**src/rtl/life_ctrl_pkg.sv**
```systemverilog
// Shared types and constants for the Game-of-Life generation sequencer,
// its cell array and scratch memory.
package life_ctrl_pkg;

  localparam int POS_COUNT_DEF = 4;
  localparam int GEN_W_DEF = 16;
  localparam int PHASES_PER_POS = 4;

  typedef enum logic [2:0] {
    S_IDLE   = 3'd0,
    S_LOAD   = 3'd1,
    S_RUN    = 3'd2,
    S_WMEM   = 3'd3,
    S_ADV    = 3'd4,
    S_COMMIT = 3'd5
  } state_e;

  function automatic int gen_cycles(input int pos_count);
    return PHASES_PER_POS * pos_count + 1;
  endfunction

endpackage

```
**src/rtl/life_pos_counter.sv**
```systemverilog
// Modulo-POS_COUNT position counter.
// Wraps explicitly so non-power-of-two depths never leave the valid range.
module life_pos_counter
  import life_ctrl_pkg::*;
#(
  parameter int POS_COUNT = POS_COUNT_DEF,
  localparam int POS_W = $clog2(POS_COUNT)
) (
  input  logic             clk,
  input  logic             rst_n,
  input  logic             inc,
  input  logic             clr,
  output logic [POS_W-1:0] pos,
  output logic             last
);

  assign last = (pos == POS_W'(POS_COUNT - 1));

  always_ff @(posedge clk or negedge rst_n) begin
    if (!rst_n) begin
      pos <= '0;
    end else if (clr) begin
      pos <= '0;
    end else if (inc) begin
      pos <= last ? '0 : pos + 1'b1;
    end
  end

endmodule

```
**src/rtl/life_gen_controller.sv**
```systemverilog
// Sequences one Game-of-Life generation over all cell positions and
// commits the scratch memory to the display array.
module life_gen_controller
  import life_ctrl_pkg::*;
#(
  parameter int POS_COUNT = POS_COUNT_DEF,
  parameter int GEN_W = GEN_W_DEF,
  localparam int POS_W = $clog2(POS_COUNT)
) (
  input  logic             clk,
  input  logic             rst_n,
  input  logic             start,
  input  logic             stop,
  input  logic             step_mode,
  output logic [POS_W-1:0] pos,
  output logic             run,
  output logic             write_mem,
  output logic             write_array,
  output logic             busy,
  output logic             gen_done,
  output logic [GEN_W-1:0] gen_count
);

  state_e state;
  state_e state_nxt;
  logic   stop_pending;
  logic   pos_inc;
  logic   pos_clr;
  logic   pos_last;

  life_pos_counter #(
    .POS_COUNT(POS_COUNT)
  ) u_pos (
    .clk  (clk),
    .rst_n(rst_n),
    .inc  (pos_inc),
    .clr  (pos_clr),
    .pos  (pos),
    .last (pos_last)
  );

  always_ff @(posedge clk or negedge rst_n) begin
    if (!rst_n) begin
      state <= S_IDLE;
    end else begin
      state <= state_nxt;
    end
  end

  always_comb begin
    state_nxt = state;
    pos_inc   = 1'b0;
    pos_clr   = 1'b0;
    unique case (state)
      S_IDLE: begin
        if (start && !stop) begin
          state_nxt = S_LOAD;
          pos_clr   = 1'b1;
        end
      end
      S_LOAD: state_nxt = S_RUN;
      S_RUN:  state_nxt = S_WMEM;
      S_WMEM: state_nxt = S_ADV;
      S_ADV: begin
        if (pos_last) begin
          state_nxt = S_COMMIT;
        end else begin
          state_nxt = S_LOAD;
          pos_inc   = 1'b1;
        end
      end
      S_COMMIT: begin
        pos_clr = 1'b1;
        if (step_mode || stop_pending || stop) begin
          state_nxt = S_IDLE;
        end else begin
          state_nxt = S_LOAD;
        end
      end
      default: state_nxt = S_IDLE;
    endcase
  end

  // A stop seen while busy waits for the generation to finish.
  always_ff @(posedge clk or negedge rst_n) begin
    if (!rst_n) begin
      stop_pending <= 1'b0;
    end else if (state_nxt == S_IDLE) begin
      stop_pending <= 1'b0;
    end else if (busy && stop) begin
      stop_pending <= 1'b1;
    end
  end

  always_ff @(posedge clk or negedge rst_n) begin
    if (!rst_n) begin
      gen_count <= '0;
    end else if (state == S_COMMIT) begin
      gen_count <= gen_count + 1'b1;
    end
  end

  assign busy        = (state != S_IDLE);
  assign run         = (state == S_RUN);
  assign write_mem   = (state == S_WMEM);
  assign write_array = (state == S_COMMIT);
  assign gen_done    = (state == S_COMMIT);

endmodule

```
**config.mk**
```make
export PLATFORM = sky130hd
export DESIGN_NAME = life_gen_controller
export DESIGN_NICKNAME = d
export VERILOG_FILES = /design/src/rtl/life_ctrl_pkg.sv /design/src/rtl/life_pos_counter.sv /design/src/rtl/life_gen_controller.sv
export SDC_FILE = /design/constraint.sdc
export NUM_CORES = 1
export LEC_CHECK = 0
export ABC_AREA = 1
export CELL_PAD_IN_SITES_DETAIL_PLACEMENT = 0
export CELL_PAD_IN_SITES_GLOBAL_PLACEMENT = 1
export CORE_MARGIN = 8
export CORE_UTILIZATION = 38
export CTS_CLUSTER_SIZE = 20
export DETAILED_ROUTE_END_ITERATION = 8
export GPL_TIMING_DRIVEN = 0
export PLACE_DENSITY_LB_ADDON = 0.1
export SYNTH_ARGS = -nofsm -noshare
export SYNTH_HDL_FRONTEND = slang
export SYNTH_SLANG_ARGS = --single-unit
```
**constraint.sdc**
```tcl
create_clock -name clk -period 2.05 [get_ports clk]
set_input_delay 0.3075 -clock clk [delete_from_list [all_inputs] [get_ports clk]]
set_output_delay 0.3075 -clock clk [all_outputs]
set_load 0.05 [all_outputs]
```
-- Yosys cells after proc, flatten, opt, wreduce, memory -nomap -nowiden
Cells that the tools add are included.
- bits of input ports: 5
- register bits after elaboration: 22
- output and inout bits: 23
- mux-type cells: 13
- reduce and logical (&&, ||, !) cells: 10
- eq/ne operators: 6
- add/subtract/negate cells: 2
- operators by type and width (cell ; count):
    3-bit one-hot mux with 6 select lines ; 1
    16-bit by 1-bit adder with 16-bit output (second input constant) ; 1
    3-bit by 2-bit equality test with 1-bit output (second input constant) ; 2
    3-bit equality test (second input constant) ; 2
    3-bit logical NOT ; 2
    1-bit 2-to-1 mux ; 6
    2-bit 2-to-1 mux ; 3
    3-bit 2-to-1 mux ; 2
    2-bit nonzero test ; 2
    3-bit by 1-bit equality test with 1-bit output (second input constant) ; 1
    3-bit nonzero test ; 1
    2-bit by 1-bit adder with 2-bit output (second input constant) ; 1
    2-bit equality test (second input constant) ; 1
    1-bit logical AND ; 2
    1-bit logical OR ; 2
    1-bit one-hot mux with 2 select lines ; 1
    1-bit logical NOT ; 1

-- Depth between registers and ports, before layout
Gate-level depths: netlist of run 1.
- depth after elaboration: 6
- depth in mapped cells: 8

-- By module
Synthesis of run 1 repeated with hierarchy kept, for this count alone.
- cell total of the unflattened synthesis: 147
- area total of the unflattened synthesis: 1186.1 µm²
- by module, submodules not included (module ; instances ; cells an instance ; area each (µm²)):
    life_gen_controller ; 1 ; 135 ; 1084.8
    life_pos_counter ; 1 ; 12 ; 101.3

-- Least setup slack after synthesis of run 1
OpenSTA, ideal clock, no wires.
- kind: reg2reg
- from: reg gen_count[1]
- to: reg gen_count[8]
- path buffers: 0
- period minus slack after synthesis: 1.622 ns
- setup time: 0.123 ns
- setup slack: 0.428 ns
- stages on the path, launching flop included: 7
- data arrival time: 1.500 ns
- path through: dfrtp_1 > ha_1 > inv_1 > nor3_4 > nand2_2 > o21ai_1 > nand2_1
- word-level cells in the longest chain between the ends: 1
- RTL lines (item ; RTL line ; text):
    start: declaration ; life_gen_controller.sv:21 ; output logic [GEN_W-1:0] gen_count
    start signal: assignment ; life_gen_controller.sv:99 ; gen_count <= gen_count + 1'b1;
    16-bit by 1-bit adder with 16-bit output ; life_gen_controller.sv:99 ;
No other way between the ends.
A chain may end at the register's enable or synchronous reset.

-- Worst setup path after layout of run 1
- from: reg state[2]
- to: out write_mem
- word-level cells in the longest chain between the ends: 1
- RTL lines (item ; RTL line ; text):
    start: declaration ; life_gen_controller.sv:24 ; state_e state;
    start signal: assignment ; life_gen_controller.sv:46 ; state <= state_nxt;
    3-bit by 2-bit equality test with 1-bit output ; life_gen_controller.sv:105 ; assign write_mem = (state == S_WMEM);
    end: declaration ; life_gen_controller.sv:17 ; output logic write_mem,
No other way between the ends.

==> impl_metrics.json, run 1 <==
{
  "io_buffer_count": 27,
  "hold_violations": 0,
  "finalMaxSlewViolations": 0,
  "cts_tree": "yes",
  "h-tree-depth": 1,
  "crit_fanout": 5,
  "place_area_um2": 1540,
  "cts.clk_slew.worst_paths_ps": 130,
  "critPathSlowestCell": "dlygate4sd2_1",
  "fin_area_um2": 1590,
  "nets": 200,
  "p_seq_share_pct": 35.7,
  "ys_seq_elements": 22,
  "overflow": 0,
  "r2r-start": "gen_count[1]$_DFFE_PN0N_",
  "io_pins": 28,
  "r2r-end": "gen_count[8]$_DFFE_PN0N_",
  "status": "completed",
  "cp-startpoint": "state[2]$_DFF_PN0_",
  "viasPerCell": 4.50,
  "synth_fp_nets": 168,
  "clockPowerShare_pct": 19.7,
  "ff2ff_setup_slack_ps": 630,
  "seq_area_frac_synth_pct": 45.4,
  "fill_cells": 319,
  "placed_cells": 232,
  "worstSetupEndpointType": "output port",
  "clock_skew_ps": 2.12,
  "cellPowerDensity_nw_per_um2": 1080,
  "rr_worst_depth": 6,
  "required_ps": 1740,
  "ant_nets": 0,
  "cts-root-buf": "clkbuf_4",
  "initial_core_util_pct": 39.7,
  "num_rows": 20,
  "hp-class": "register to register",
  "synth.most_common_cell": "nand2_1",
  "grtUsageTotal_pct": 11.6,
  "crit_cells": 4,
  "grt_pass1_wl_um": 4890,
  "dieArea_um2": 5250,
  "drt-initial-drc-count": 47,
  "vdd_drop_max_uv": 627,
  "synth_commonest_cells": "55 x nand2_1, 22 x dfrtp_1, 22 x nor2_1",
  "cap_viol_max_count": 0,
  "dieWidth_um": 72.5,
  "cts_resized": 8,
  "gp_congestion": 0.729,
  "crit_arrival_ps": 1610,
  "fin_crit_sh_pct": 93.6,
  "yosysWarnings": 0,
  "synth_edf_count": 0,
  "drive_gt1_share_pct": 7.29,
  "synthCells": 161,
  "clockBufferDepth": 2,
  "num_antenna_cells": 0,
  "postSynth.asyncResetShare_pct": 100,
  "synth_ff_type": "dfrtp_1",
  "whs_path_depth": 1,
  "rsz0062_at_grt": "false",
  "fmax_mhz": 521,
  "hpwlAfterDp_um": 2120,
  "avgRoutedWirePerCell_um": 11.7,
  "p_int_uw": 955,
  "drt_wl_total_um": 2760,
  "grt_max_degree": 23,
  "die_h_um": 72.5,
  "relSlewSlack_pct": 31.0,
  "synth_area_um2": 1210,
  "grt_pass1_vias": 1096,
  "seqCellArea_um2": 551,
  "clk_latency_ps": 310,
  "min_to": "gen_count[7]$_DFFE_PN0N_",
  "synth_top_area_cell": "dfrtp_1",
  "synth_top_area_share_pct": 45.4,
  "post-route-min-period_ps": 1920,
  "setup-violations-final": 0,
  "slowest_delay_ps": 530,
  "crit_family": "buffers and inverters",
  "num_vias": 1061,
  "coreArea_um2": 3050,
  "ctsHoldBuffers": 0,
  "combPwrFrac_pct": 44.5,
  "power.share.switching_pct": 44.4,
  "finalNonFillerCells": 236,
  "area_growth_pct": 30.8,
  "first_pass_iters": 4,
  "startpoint_type": "register",
  "drc": 0,
  "avgSynthCellArea_um2": 7.53,
  "clock_sinks": 22,
  "cts_post_setup_buffers_inserted": 0,
  "p_sw_uw": 764,
  "path_cells": "inv_1 -> nand2_1 -> nor2_1 -> dlygate4sd2_1",
  "crit_type": "register to output port",
  "hp-start": "gen_count[7]$_DFFE_PN0N_",
  "antenna_found_initial": 0,
  "cts_buffers": 3,
  "power_leakage_nw": 0.746,
  "multi_input_area_um2": 564,
  "synth_area_leaders": "dfrtp_1 45%, nand2_1 17%, nor2_1 6.8%",
  "tightestPinTransition_ps": 1030,
  "ys_types": 24,
  "worst-path-buf-inv": 2
}
[cells in the final DEF, fill, tap and decap left out]
| cell | instances |
|---|---|
| nor3_1 | 1 |
| nor2_1 | 22 |
| clkdlybuf4s50_1 | 22 |
| o21a_1 | 1 |
| nand3b_1 | 3 |
| o22ai_1 | 1 |
| nand3_2 | 1 |
| nor2_2 | 1 |
| ha_1 | 2 |
| inv_1 | 19 |
| clkbuf_4 | 3 |
| nand2_2 | 1 |
| dfrtp_1 | 22 |
| nand3_1 | 5 |
| buf_6 | 1 |
| clkdlybuf4s15_2 | 1 |
| nand2_1 | 55 |
| o21bai_1 | 1 |
| xnor2_1 | 3 |
| nor3_4 | 1 |
| inv_2 | 2 |
| a21oi_1 | 1 |
| dlygate4sd2_1 | 3 |
| bufinv_16 | 1 |
| o21ai_0 | 7 |
| o21ai_1 | 1 |
| buf_4 | 2 |
| nand4_1 | 5 |
| xor2_1 | 4 |
[area by class of cell]
| cell class | instances | share of cell area [%] |
|---|---|---|
| sequential | 22 | 34.7 |
| timing repair buffer | 27 | 16.7 |
| inverter | 21 | 4.97 |
| tap | 44 | 3.47 |
| buffer | 2 | 1.18 |
| clock inverter | 1 | 1.89 |
| multi-input combinational | 116 | 35.6 |
| clock buffer | 3 | 1.42 |
[through the flow]
| step | setup TNS (ps) | hold slack (ps) | utilization (%) | worst slack (ps) | total power [mW] |
|---|---|---|---|---|---|
| finish | 0 | 528 | 51.9 | 132 | 1.72 |
| global route | 0 | 564 | 51.9 | 28.7 | 1.83 |
| CTS | 0 | 533 | 51.9 | 101 | 1.74 |
| detailed placement | -49.3 | 514 | 50.4 | -49.3 | 1.42 |
| global placement | -29.4 | 505 | 50.4 | -29.4 | 1.40 |
| floorplan | 0 | 11.9 | - | 428 | 1.16 |
[kinds of logic (layout without fill, tap and decap cells)]
logic type / count (synthesis) / after routing / synth area share (%)
buffers and inverters: 23 / 54 / 8.05
adder cells (fa/ha/maj): 2 / 2 / 2.06
AO/OA/AOI/OAI: 12 / 12 / 5.47
flip-flops: 22 / 22 / 45.4
XOR/XNOR: 7 / 7 / 5.06
AND/OR/NAND/NOR: 95 / 95 / 34.0
[power groups by stage]
stage / logic [mW] / registers [mW] / clock network (mW)
2_1_floorplan: 0.394 / 0.766 / 0
3_3_place_gp: 0.787 / 0.616 / 0
3_5_place_dp: 0.798 / 0.622 / 0
4_1_cts: 0.776 / 0.614 / 0.352
5_1_grt: 0.839 / 0.629 / 0.365
6_report: 0.765 / 0.614 / 0.339
[routing by layer]
layer | GRT usage, % | share of wire (%) | vias to the layer above
met5 | 0 | 0 | -
met1 | 13.9 | 48 | 475
met4 | 4.67 | 0.87 | 0
met2 | 19.5 | 46 | 19
met3 | 2.89 | 5.2 | 2
li1 | - | - | 565
[worst max-delay path by stage]
stage / end
detailed placement: write_array
global route: write_mem
CTS: write_mem
global placement: write_array
finish: write_mem
floorplan: gen_count[8]$_DFFE_PN0N_
[state kept, by name, summed over array words and instances (netlist names)]
register / flops
gen_count: 16
u_pos.pos: 2
state: 3
stop_pending: 1
Note: power is estimated with default switching activity, not from simulation.
==> inputs of run 2 (changes only) <==
--- a/config.mk
+++ b/config.mk
@@ -6,6 +6,7 @@
 export NUM_CORES = 1
 export LEC_CHECK = 0
 export ABC_AREA = 1
+export CAP_MARGIN = 40
 export CELL_PAD_IN_SITES_DETAIL_PLACEMENT = 0
 export CELL_PAD_IN_SITES_GLOBAL_PLACEMENT = 1
 export CORE_MARGIN = 8
==> impl_metrics.json, run 2 (synthesis gave the netlist of run 1 again) <==
{
  "overflow": 0,
  "fin_crit_sh_pct": 95.0,
  "ant_nets": 0,
  "relSlewSlack_pct": 66.1,
  "gp_congestion": 0.729,
  "startpoint_type": "register",
  "crit_arrival_ps": 1640,
  "dieWidth_um": 72.5,
  "nets": 201,
  "clk_latency_ps": 310,
  "num_rows": 20,
  "grtUsageTotal_pct": 11.8,
  "vdd_drop_max_uv": 729,
  "h-tree-depth": 1,
  "num_antenna_cells": 0,
  "dieArea_um2": 5250,
  "reg_top3": "gen_count: 16 flops, state: 3 flops, u_pos.pos: 2 flops",
  "io_pins": 28,
  "grt_pass1_wl_um": 4950,
  "coreArea_um2": 3050,
  "die_h_um": 72.5,
  "crit_type": "register to output port",
  "layout_common_cells": "55 x nand2_1, 22 x nor2_1, 22 x dfrtp_1, 22 x clkdlybuf4s50_1, 19 x inv_1",
  "fill_cells": 304,
  "ctsHoldBuffers": 0,
  "final_util_pct": 52.4,
  "hp-class": "input pin to async pin",
  "worstSetupEndpointType": "output port",
  "finalMaxSlewViolations": 0,
  "tightestPinTransition_ps": 507,
  "grt_max_degree": 18,
  "post-route-min-period_ps": 1950,
  "drt-initial-drc-count": 28,
  "cellPowerDensity_nw_per_um2": 1080,
  "drive_gt1_share_pct": 7.77,
  "crit_fanout": 5,
  "hold_violations": 0,
  "slowest_delay_ps": 530,
  "final_common_cell": "nand2_1",
  "viasPerCell": 4.63,
  "cap_viol_max_count": 0,
  "power_leakage_nw": 0.753,
  "regMostFlops": "gen_count",
  "largest_reg_flops": 16,
  "worst-path-buf-inv": 2,
  "rsz0062_at_grt": "false",
  "hpwlAfterDp_um": 2170,
  "area_growth_pct": 32.0,
  "critPathSlowestCell": "dlygate4sd2_1",
  "grt_pass1_vias": 1138,
  "initial_core_util_pct": 39.7,
  "crit_family": "buffers and inverters",
  "cts_buffers": 3,
  "required_ps": 1740,
  "clock_skew_ps": 1.77,
  "path_cells": "inv_1 -> nand2_1 -> nor2_1 -> dlygate4sd2_1",
  "avgRoutedWirePerCell_um": 11.9,
  "status": "completed",
  "clockBufferDepth": 2,
  "drc": 0,
  "final.setup.tns_ps": 0,
  "num_vias": 1097,
  "cts_tree": "yes",
  "cts-root-buf": "clkbuf_4",
  "clock_sinks": 22,
  "cts.clk_slew.worst_paths_ps": 130,
  "fmax_mhz": 513,
  "first_pass_iters": 4,
  "io_buffer_count": 27,
  "drt_wl_total_um": 2810,
  "antenna_found_initial": 0,
  "setup-violations-final": 0
}
[run 2: cell count changes in the layout (fill, tap and decap cells not counted)]
cell,before,now
buf_8,0,1
[run 2: area by class of cell]
cell class                      count  area (um^2)  area share (%)
Timing Repair Buffer               28          280            17.5
Tap cell                           44         55.1            3.44
Multi-Input combinational cell    116          564            35.3
Sequential cell                    22          551            34.4
Clock buffer                        3         22.5            1.41
Clock inverter                      1         30.0            1.88
Inverter                           21         78.8            4.93
Buffer                              2         18.8            1.17
[run 2: metrics by stage]
stage,instances,worst slack [ps],power [mW],instance area (um^2),hold WS [ps]
after detailed placement,233,-36.0,1.42,1550,511
after floorplan,161,428,1.16,1210,11.9
after global placement,232,-29.4,1.40,1540,505
after global routing,237,19.4,1.84,1600,225
after CTS,237,88.3,1.75,1600,222
final,237,102,1.73,1600,229
[run 2: report_power, final]
| group | switching (mW) | internal (mW) | leakage (nW) |
|---|---|---|---|
| sequential | 0.0964 | 0.520 | 0.297 |
| combinational | 0.532 | 0.240 | 0.429 |
| clock | 0.141 | 0.198 | 0.0279 |
| total | 0.769 | 0.958 | 0.753 |
[run 2: repair_timing]
| item | 4_1_cts | 5_1_grt |
|---|---|---|
| resized for setup | 8 | 0 |
| endpoints found under the setup margin | 5 | 0 |
| setup buffers | 0 | 0 |
[run 2: final timing paths]
check,startpoint,end,slack (ps),cells after the start
worst max-delay path,state[2]$_DFF_PN0_,write_mem,100,4
worst min-delay path,rst_n,gen_count[9]$_DFFE_PN0N_,230,1
worst max register to register,gen_count[1]$_DFFE_PN0N_,gen_count[8]$_DFFE_PN0N_,610,6
worst min register to register,gen_count[5]$_DFFE_PN0N_,gen_count[5]$_DFFE_PN0N_,530,1
max in group asynchronous,rst_n,gen_count[14]$_DFFE_PN0N_,1400,2
min in group clk,gen_count[5]$_DFFE_PN0N_,gen_count[5]$_DFFE_PN0N_,530,1
[run 2: layer usage]
metal  vias up  share of wire (%)  global-route usage, %
li1        569                  -                      -
met1       501                 47                   13.4
met2        23                 46                   20.1
met3         4                5.9                   3.31
met4         0                1.1                   5.11
met5         -                  0                      0
